### config.mk
export PLATFORM = sky130hd
export DESIGN_NAME = instr_fetch_unit
export DESIGN_NICKNAME = d
export VERILOG_FILES = /design/src/rtl/instr_fetch_unit.sv
export SDC_FILE = /design/constraint.sdc
export NUM_CORES = 1
export LEC_CHECK = 0
export ABC_CLOCK_PERIOD_IN_PS = 1800
export BUFFER_PORTS_ARGS = -buffer_cell sky130_fd_sc_hd__buf_4
export CORE_MARGIN = 8
export CORE_UTILIZATION = 50
export CTS_BUF_LIST = sky130_fd_sc_hd__clkbuf_4 sky130_fd_sc_hd__clkbuf_8
export CTS_CLUSTER_DIAMETER = 150
export DETAILED_ROUTE_END_ITERATION = 7
export HOLD_SLACK_MARGIN = 0.15
export PLACE_DENSITY = 0.85
export SYNTH_ARGS = -nofsm -noshare
export SYNTH_HDL_FRONTEND = slang
export SYNTH_SLANG_ARGS = --single-unit
export TNS_END_PERCENT = 10
### constraint.sdc
create_clock -name clk_i -period 1.8 [get_ports clk_i]
set_input_delay 0.18 -clock clk_i [delete_from_list [all_inputs] [get_ports clk_i]]
set_output_delay 0.18 -clock clk_i [all_outputs]
set_load 0.005 [all_outputs]
### src/rtl/instr_fetch_unit.sv
// Instruction fetch unit: fetches halfwords, issues them to the control unit, and supports branches, single injected instructions and halt.
// Optional macro IFU_INSTR_COUNT_EN adds issue_count_o, a count of issued instructions.
module instr_fetch_unit #(
  parameter logic [15:0] RESET_PC = 16'h0000
) (
  input  logic        clk_i,
  input  logic        rst_i,
  input  logic        start_i,
  output logic        imem_req_o,
  output logic [15:0] imem_addr_o,
  input  logic [15:0] imem_rdata_i,
  input  logic        imem_valid_i,
  output logic [15:0] instr_o,
  output logic        instr_valid_o,
  input  logic [15:0] self_instruct_i,
  input  logic        self_instruct_en_i,
  input  logic        branch_i,
  input  logic [15:0] branch_target_i,
  input  logic        end_program_i,
  output logic [15:0] pc_o,
  output logic        halted_o
`ifdef IFU_INSTR_COUNT_EN
  ,
  output logic [15:0] issue_count_o
`endif
);

  typedef enum logic [2:0] {
    S_IDLE,
    S_FETCH,
    S_ISSUE,
    S_INJECT,
    S_HALT
  } state_t;

  state_t      state_q, state_d;
  logic [15:0] pc_q, pc_d;
  logic [15:0] word_q, word_d;
  logic [15:0] inj_q, inj_d;

  // NOTE: sequential state uses non-blocking assignments so every register samples pre-edge values.
  always_ff @(posedge clk_i) begin
    if (rst_i) begin
      state_q <= S_IDLE;
      pc_q    <= RESET_PC;
      word_q  <= '0;
      inj_q   <= '0;
    end else begin
      state_q <= state_d;
      pc_q    <= pc_d;
      word_q  <= word_d;
      inj_q   <= inj_d;
    end
  end

  // NOTE: every signal gets a default before the case so no path leaves it unassigned (no latches).
  always_comb begin
    state_d       = state_q;
    pc_d          = pc_q;
    word_d        = word_q;
    inj_d         = inj_q;
    imem_req_o    = 1'b0;
    imem_addr_o   = '0;
    instr_o       = '0;
    instr_valid_o = 1'b0;
    halted_o      = 1'b0;

    case (state_q)
      S_IDLE, S_HALT: begin
        halted_o = (state_q == S_HALT);
        if (start_i) begin
          pc_d    = RESET_PC;
          state_d = S_FETCH;
        end
      end
      S_FETCH: begin
        imem_req_o  = 1'b1;
        imem_addr_o = pc_q;
        if (imem_valid_i) begin
          word_d  = imem_rdata_i;
          state_d = S_ISSUE;
        end
      end
      S_ISSUE: begin
        instr_valid_o = 1'b1;
        instr_o       = word_q;
        if (end_program_i) begin
          state_d = S_HALT;
        end else if (branch_i) begin
          // Targets are halfword aligned; a stray low bit is dropped.
          pc_d    = {branch_target_i[15:1], 1'b0};
          state_d = S_FETCH;
        end else if (self_instruct_en_i) begin
          inj_d   = self_instruct_i;
          pc_d    = pc_q + 16'd2;
          state_d = S_INJECT;
        end else begin
          pc_d    = pc_q + 16'd2;
          state_d = S_FETCH;
        end
      end
      S_INJECT: begin
        // Control inputs are deliberately ignored here so injections cannot chain.
        instr_valid_o = 1'b1;
        instr_o       = inj_q;
        state_d       = S_FETCH;
      end
      default: state_d = S_IDLE;
    endcase
  end

  assign pc_o = pc_q;

`ifdef IFU_INSTR_COUNT_EN
  logic [15:0] count_q;

  always_ff @(posedge clk_i) begin
    if (rst_i) begin
      count_q <= '0;
    end else if (start_i && (state_q == S_IDLE || state_q == S_HALT)) begin
      count_q <= '0;
    end else if (instr_valid_o) begin
      count_q <= count_q + 16'd1;
    end
  end

  assign issue_count_o = count_q;
`endif

endmodule
Yosys cells after proc, flatten, opt, wreduce, memory -nomap -nowiden
Index checks and enable logic that the tools add are counted.
W data, S select, Z words.
- flip-flop bits (word level): 51
- bits of input ports: 55
- output and inout port bits: 51
- logic and storage cells: 37
- $add $sub $neg: 1
- eq/ne operators: 7
- multiplexer cells: 15
- bitwise operators: 2
- reductions and logical operators: 8
- operators with widths (cell ; number):
    $mux W16 ; 4
    $pmux W16 S2 ; 2
    $add A16 B2 Y16 const B ; 1
    $pmux W3 S4 ; 1
    $mux W3 ; 3
    $eq A3 B2 Y1 const B ; 2
    $ne A2 B2 Y1 const B ; 3
    $mux W2 ; 2
    $reduce_and A2 Y1 ; 2
    $reduce_and A4 Y1 ; 1
    $reduce_or A2 Y1 ; 2
    $eq A3 B1 Y1 const B ; 1
    $eq A3 B3 Y1 const B ; 1
    $logic_not A3 Y1 ; 1
    $mux W1 ; 3
    $reduce_and A3 Y1 ; 1
    $not A1 Y1 ; 2
    $reduce_bool A2 Y1 ; 1

Depth between registers and ports, before layout
Gate-level depths: netlist of the first run.
- depth in word-level cells: 4
- mapped depth: 7
- depth with buffers taken out: 5

Least setup slack after synthesis of the first run
Ideal clock, no wire load.
- kind: register to register
- start point: register state_q[1]
- end point: register pc_q[14] (netlist: pc_o[14])
- library setup time: 0.141 ns
- arrival: 1.324 ns
- required time: 1.659 ns
- setup slack: 0.334 ns
- cell stages (with the launch flop): 7
- path buffers: 2
- period minus slack after synthesis: 1.466 ns
- cell sequence: dfxtp_1 -> buf_2 -> nor3b_2 -> o21bai_2 -> buf_4 -> a32oi_1 -> o221ai_1
- word-level cells in the longest chain between the ends: 4
- elaborated cells on any way between the ends: 9
- those cells by class: eq/ne: 4; mux: 1; reduce/logical: 4
- RTL lines (what ; RTL line ; text):
    start, declared ; 36 ; state_t state_q, state_d;
    start signal, assigned ; 49 ; state_q <= state_d;
    $eq A3 B3 Y1 or $logic_not A3 Y1 (tied branches) ; 68 ; case (state_q)
    $reduce_or A2 Y1 ; 68 ;
    $ne A2 B2 Y1 (no source line) or $reduce_bool A2 Y1 (tied branches) ; -- ;
    $reduce_and A3 Y1 (no source line) ; -- ;
    end signal, assigned ; 50 ; pc_q <= pc_d;
    end, declared ; 37 ; logic [15:0] pc_q, pc_d;
Parallel ways exist; a longest one is shown, timed or not.
A chain may end at the register's enable or synchronous reset.

Worst setup path in the final report of the first run
- start point: register state_q[1]
- end point: output port instr_o[10]
- word-level cells in the longest chain between the ends: 2
- elaborated cells on any way between the ends: 3
- those cells by class: eq/ne: 2; mux: 1
- RTL lines (what ; RTL line ; text):
    $eq A3 B2 Y1 ; 68 ;
    $pmux W16 S2 (*) ; 68 ;
    end, declared ; 13 ; output logic [15:0] instr_o,
Mark *: on every way between the ends. The rest lies on a longest branch, timed or not.

==> impl_metrics.json, run 1 <==
{
  "outcome": "finished, final reports clean",
  "internal_power_uw": 1620,
  "placed_cell_area_um2": 3490,
  "cp_max_fo": 10,
  "syn_to_final_growth_pct": 47.2,
  "grt_max_degree": 38,
  "gr-usage-met2_pct": 41.6,
  "p_sw_uw": 558,
  "clk-insertion-delay-late_ns": 0.30,
  "end_kind": "output pin",
  "coreArea_um2": 5110,
  "htree_levels": 2,
  "final_antenna_net_count": 0,
  "hp-class": "primary input to flop",
  "synth.distinct_cells": 47,
  "ys_async_sr_fraction_pct": 0,
  "rr_endpoint": "inj_q[0]$_SDFFE_PP0P_",
  "fmax_ghz": 0.588,
  "cp_common_cell": "buf_4",
  "power_density_nw_per_um2": 558,
  "ys_warn_count": 0,
  "place_hpwl_um": 6020,
  "drive_gt1_share_pct": 28.9,
  "hold_start": "branch_target_i[8]",
  "synth.largest_area_cell": "dfxtp_1",
  "critPathBufInv": 3,
  "clock_skew_ns": 0.00396,
  "grt_usage_pct": 22.8,
  "synthesis.area_um2": 2650,
  "report.final.slew_viol_count": 0,
  "drc": 0,
  "reg2reg_depth": 5,
  "hold_ws_ns": 0.164,
  "ctsLongestPathBuffers": 2,
  "rsz0062_at_grt": "false",
  "r2r_slack_ns": 0.11,
  "critPathSlowestCell": "dfxtp_1",
  "sw_frac_of_total_pct": 25.6,
  "required_ns": 1.62,
  "cts_tree": "done",
  "final.setup.tns_ns": 0,
  "fin_crit_sh_pct": 94.4,
  "path_cells": "buf_4 > nand2b_1 > buf_4 > nor2_1 > buf_4",
  "syn_inst": 343,
  "grt_pass1_wl_um": 14300,
  "synth_edf_count": 0,
  "setup_violations": 0,
  "first_iter_violations": 134,
  "io_pins": 106,
  "viasPerCell": 5.51,
  "grtUsageMet3_pct": 5.11,
  "syn_avg_cell_area_um2": 7.72,
  "numCtsBuffers": 5,
  "fin_area_um2": 3900,
  "grt_pass1_vias": 3059,
  "gp_congestion": 0.845,
  "arrival_ns": 1.52,
  "path_class": "flop to output pin",
  "die_h_um": 88.8,
  "cts.sinks": 50,
  "fp.dieArea_um2": 7880,
  "wl_um": 9030,
  "row_count": 26,
  "fin_crit_ns": 1.70,
  "busiest_layer": "met2",
  "seq_area_frac_synth_pct": 37.8,
  "place_ws_ns": 0.185,
  "pwr-share-comb_pct": 17.1,
  "whs_path_depth": 3,
  "die_x_um": 88.8,
  "clkPwrFrac_pct": 30.2,
  "worst_slack_ns": 0.100,
  "crit_family": "buffers and inverters",
  "clk_pin_slew_worst_paths_ns": 0.09,
  "start_kind": "flop",
  "root_buffer": "clkbuf_8",
  "seqPwrFrac_pct": 52.7,
  "portBuffers": 102,
  "hold_viol_final": 0,
  "vias": 3004,
  "first_pass_iters": 5,
  "wire_per_inst_um": 16.6,
  "regToRegStartpoint": "state_q[2]$_SDFFE_PP0P_",
  "start_util_pct": 51.9,
  "cpPeakStageDelay_ns": 0.47,
  "antenna_found_initial": 1,
  "yosys.area.top_type_share_pct": 37.8,
  "whs_endpoint": "pc_o[8]$_SDFFE_PP0P_",
  "nNetsFinal": 529,
  "synth_flop_cell": "dfxtp_1",
  "grt_overflow": 0,
  "use_met1_pct": 24.9,
  "maxCapViolCount": 0,
  "synth_area_leaders": "dfxtp_1, nand2_1, a21oi_1, mux2i_1, nor2_1",
  "peakVddDrop_mv": 0.370,
  "synth_seq_cells": 50,
  "leakage_uw": 0.00156
}
worst reg2reg max path, delay by kind of cell, from the launching register on:
family | cells | cell delay (ns)
DFF | 1 | 0.43
and+or+nand+nor | 3 | 0.84
AOI/OAI and AO/OA | 1 | 0.14
buffers and inverters | 1 | 0.21
metrics by stage:
step / instances / utilization, % / total power, uW
2_1_floorplan: 344 / - / 1330
3_3_place_gp: 505 / 68.3 / 1470
3_5_place_dp: 505 / 68.3 / 1480
4_1_cts: 544 / 76.1 / 2170
5_1_grt: 545 / 76.3 / 2250
6_report: 545 / 76.3 / 2180
power groups by stage:
stage	Combinational, uW	Clock, uW	Sequential [uW]
6_report	371	658	1150
3_5_place_dp	309	0	1170
3_3_place_gp	302	0	1170
2_1_floorplan	168	0	1160
5_1_grt	399	701	1150
4_1_cts	365	664	1140
routing by layer:
metal	part of all wire, %	routed length (um)
met5	0	0
met2	51	4620
met1	39	3550
met4	2.3	211
met3	7.1	644
final cells by class:
cell class / instances / area [um^2]
flip-flops and latches: 50 / 1000
inverters: 6 / 22.5
clock buffers: 6 / 76.3
repair buffers: 149 / 1200
diodes: 1 / 2.50
clock inverters: 2 / 13.8
fillers: 357 / 1210
well taps: 70 / 87.6
multi-input cells: 261 / 1500
cell usage after synthesis, types with 2 or more instances:
cell	instances
nand2_1	77
dfxtp_1	50
a21oi_1	42
nor2_1	29
and2_1	17
mux2i_1	17
clkbuf_1	12
nor3_1	7
buf_4	6
inv_1	6
nand4_1	6
o22ai_1	6
buf_2	5
nor4_1	5
o2bb2ai_1	5
a22oi_1	4
a32oi_1	4
and3_1	3
nand3_1	3
o21ai_0	3
xnor2_1	3
a221oi_1	2
buf_1	2
nand2b_1	2
nor2b_1	2
o2111ai_1	2
o211ai_1	2
o221ai_1	2
cell usage in the layout, fill, tap and decap left out, types with 4 or more instances in the layout:
cell             n
a32oi_1          4
dlygate4sd3_1   31
o22ai_1          6
a21oi_1         42
nor2_1          28
and2_1          17
dfxtp_1         49
buf_4          118
mux2i_1         17
o2bb2ai_1        5
nand4_1          6
inv_1            6
nor3_1           7
nor4_1           5
nand2_1         77
a22oi_1          4
clkbuf_8         5
kinds of logic after synthesis:
| logic type | Yosys count | share of synthesized area, % |
|---|---|---|
| adder cells (fa/ha/maj) | 1 | 0.472 |
| other | 1 | 0.142 |
| AND/OR/NAND/NOR | 157 | 28.3 |
| multiplexers | 17 | 6.42 |
| flip-flops | 50 | 37.8 |
| AO/OA/AOI/OAI | 81 | 19.8 |
| XOR/XNOR | 3 | 0.992 |
| buffers and inverters | 33 | 6.09 |
worst max path at each step:
stage,endpoint,startpoint,depth (start not counted)
finish,instr_o[10],state_q[1]$_SDFFE_PP0P_,5
global route,inj_q[10]$_SDFFE_PP0P_,state_q[2]$_SDFFE_PP0P_,5
CTS,imem_addr_o[12],state_q[0]$_SDFFE_PP0P_,4
detailed placement,pc_o[15]$_SDFFE_PP0P_,pc_o[1]$_SDFFE_PP0P_,5
global placement,pc_o[13]$_SDFFE_PP0P_,pc_o[1]$_SDFFE_PP0P_,5
floorplan,pc_o[14]$_SDFFE_PP0P_,state_q[1]$_SDFFE_PP0P_,6
flip-flops by register name, summed over array words and instances, names as in the netlist:
register / flops
word_q: 16
pc_o: 15
inj_q: 16
state_q: 3
what timing repair did:
| action | in CTS | in global routing |
|---|---|---|
| hold endpoints to repair | 31 | 0 |
| endpoints found under the setup margin | 0 | 26 |
| buffers inserted | 0 | 0 |
| hold buffers | 31 | 0 |
| gates resized for setup | 0 | 3 |
Note: power is estimated with default switching activity, not from simulation.
==> run 2: changes to the inputs <==
--- a/config.mk
+++ b/config.mk
@@ -5,6 +5,7 @@
 export SDC_FILE = /design/constraint.sdc
 export NUM_CORES = 1
 export LEC_CHECK = 0
+export ABC_AREA = 1
 export ABC_CLOCK_PERIOD_IN_PS = 1800
 export BUFFER_PORTS_ARGS = -buffer_cell sky130_fd_sc_hd__buf_4
 export CORE_MARGIN = 8
@@ -13,7 +14,8 @@
 export CTS_CLUSTER_DIAMETER = 150
 export DETAILED_ROUTE_END_ITERATION = 7
 export HOLD_SLACK_MARGIN = 0.15
-export PLACE_DENSITY = 0.85
+export PLACE_DENSITY = 0.93
+export SETUP_SLACK_MARGIN = 0.2
 export SYNTH_ARGS = -nofsm -noshare
 export SYNTH_HDL_FRONTEND = slang
 export SYNTH_SLANG_ARGS = --single-unit
==> run 2 against run 1 <==
Effect of this change: clock power increased by 6.5%; wire length increased by 15%; synthesized cell count increased by 21%; cell count increased by 14%; global-route usage increased by 2.3 points; final area increased by 3.6%; via count increased by 15%; die area decreased by 1.1%; core utilization increased by 3.2 points; maximum frequency increased by 2.2%; count of clock-buffer cells in the layout unchanged; flip-flop and latch count unchanged.
==> impl_metrics.json, run 2 <==
{
  "grt_max_degree": 34,
  "setup_violations": 0,
  "grt_pass1_wl_um": 15500,
  "rsz0062_at_grt": "true",
  "first_pass_iters": 6,
  "yosysMostFrequentCell": "nor2_1",
  "cp_max_fo": 6,
  "end_kind": "output pin",
  "syn_to_final_growth_pct": 54.5,
  "cts_tree": "done",
  "maxCapViolCount": 0,
  "clk_pin_slew_worst_paths_ns": 0.10,
  "required_ns": 1.62,
  "syn_avg_cell_area_um2": 6.30,
  "power_density_nw_per_um2": 627,
  "final_antenna_net_count": 0,
  "antenna_found_initial": 0,
  "syn_inst": 415,
  "numCtsBuffers": 5,
  "htree_levels": 2,
  "ys_async_sr_fraction_pct": 0,
  "synth_edf_count": 0,
  "synth_flop_cell": "dfxtp_1",
  "nNetsFinal": 609,
  "hold_viol_final": 0,
  "final.setup.tns_ns": 0,
  "arrival_ns": 1.48,
  "worst-slew-pin-transition_ns": 0.520,
  "wire_per_inst_um": 16.6,
  "clock_skew_ns": 0.00976,
  "ctsLongestPathBuffers": 2,
  "report.final.slew_viol_count": 0,
  "dp_cells": 574,
  "grt_pass1_vias": 3327,
  "root_buffer": "clkbuf_8",
  "first_iter_violations": 445,
  "synth_seq_cells": 50,
  "start_kind": "flop",
  "start_util_pct": 51.5,
  "path_class": "flop to output pin",
  "hp-class": "primary input to flop",
  "yosys.area.top_type_share_pct": 38.3,
  "fin_crit_sh_pct": 92.4,
  "die_x_um": 88.3,
  "seq_area_frac_synth_pct": 38.3,
  "synthesis.area_um2": 2610,
  "outcome": "finished, final reports clean",
  "portBuffers": 102,
  "fp.dieArea_um2": 7800,
  "diodes": 0,
  "final_common_cell": "nor2_1",
  "cts.sinks": 50,
  "fmax_ghz": 0.601,
  "wl_um": 10400,
  "grt_overflow": 0,
  "fin_cells": 624,
  "gp_congestion": 0.905,
  "drc": 0,
  "io_pins": 106,
  "viasPerCell": 5.54,
  "peakVddDrop_mv": 0.463,
  "fin_crit_ns": 1.66,
  "final_cell_mix": "nor2_1, buf_4, nand2_1",
  "synth_area_leaders": "dfxtp_1, nor2_1, nand2_1, o21ai_0, nand3_1",
  "clk-insertion-delay-late_ns": 0.31,
  "vias": 3456,
  "synth_common_cells": "nor2_1, nand2_1, dfxtp_1",
  "place_hpwl_um": 6380,
  "synth.largest_area_cell": "dfxtp_1",
  "die_h_um": 88.3,
  "coreArea_um2": 5070,
  "ys_warn_count": 0,
  "slew_headroom_pct": 65.3,
  "total_power_uw": 2530,
  "utilization_pct": 79.6,
  "grt_usage_pct": 25.1,
  "leakage_uw": 0.00182,
  "drive_gt1_share_pct": 28.3,
  "synth.distinct_cells": 29,
  "row_count": 26
}
run 2: cell count changes after synthesis, moves of 11 or more:
cell | previous run | this run
mux2i_1 | 17 | 0
nand3_1 | 3 | 29
nand2_1 | 77 | 88
o21ai_0 | 3 | 36
and2_1 | 17 | 0
inv_1 | 6 | 26
a21oi_1 | 42 | 19
nor2_1 | 29 | 115
run 2: cells by family after synthesis:
family,after synthesis,share of synthesized area (%)
XOR/XNOR,7,2.35
buffers and inverters,51,8.33
AND/OR/NAND/NOR,245,38.3
AO/OA/AOI/OAI,60,12.1
other,1,0.143
adder cells (fa/ha/maj),1,0.479
flip-flops,50,38.3
run 2: routing by layer:
layer	routed length [um]	global-route usage (%)
met1	3540	25.8
met2	5150	45.1
met3	1220	7.43
met4	456	12.9
met5	0	0
run 2: repair_timing:
item | CTS | global route
endpoints found under the setup margin | 43 | 62
buffers inserted | 3 | 7
pin swaps | 1 | 8
hold buffers | 30 | 0
gates resized for setup | 4 | 31
endpoints found under the hold margin | 30 | 0
cloned | 0 | 2
run 2: final timing paths:
path	from	end	slack [ns]	cells after the start
max	state_q[2]$_SDFFE_PP0P_	instr_o[5]	0.14	7
min	self_instruct_i[15]	inj_q[15]$_SDFFE_PP0P_	0.16	3
max reg2reg	state_q[2]$_SDFFE_PP0P_	pc_o[5]$_SDFFE_PP0P_	0.16	8
min reg2reg	inj_q[4]$_SDFFE_PP0P_	inj_q[4]$_SDFFE_PP0P_	0.49	2
run 2: critical path, cell delays in order, from the launching register on:
cell and delay [ns]:
dfxtp_2 0.35, inv_4 0.07, nand2_4 0.06, nor2_4 0.24, buf_6 0.18, nand2_2 0.05, nand2_1 0.09, buf_4 0.12
run 2: power breakdown:
part	switching, uW	leakage, uW	internal [uW]
sequential	50.8	0.000408	1160
combinational	325	0.00137	293
clock	391	0.0000472	310
total	767	0.00182	1760
run 2: area by class of cell:
cell class / count / area, um^2
Clock inverter: 2 / 12.5
Fill cell: 324 / 1040
Clock buffer: 6 / 82.6
Timing Repair Buffer: 150 / 1260
Sequential cell: 50 / 1010
Inverter: 30 / 118
Multi-Input combinational cell: 316 / 1470
Tap cell: 70 / 87.6
run 2: metrics by stage:
step / hold WS, ns / cell area, um^2 / setup slack, ns
final: 0.156 / 4040 / 0.137
after global routing: 0.176 / 4040 / 0.0737
after CTS: 0.156 / 3850 / 0.160
after detailed placement: 0.407 / 3420 / 0.0622
after global placement: 0.401 / 3420 / 0.125
after floorplan: 0.315 / 2620 / 0.432
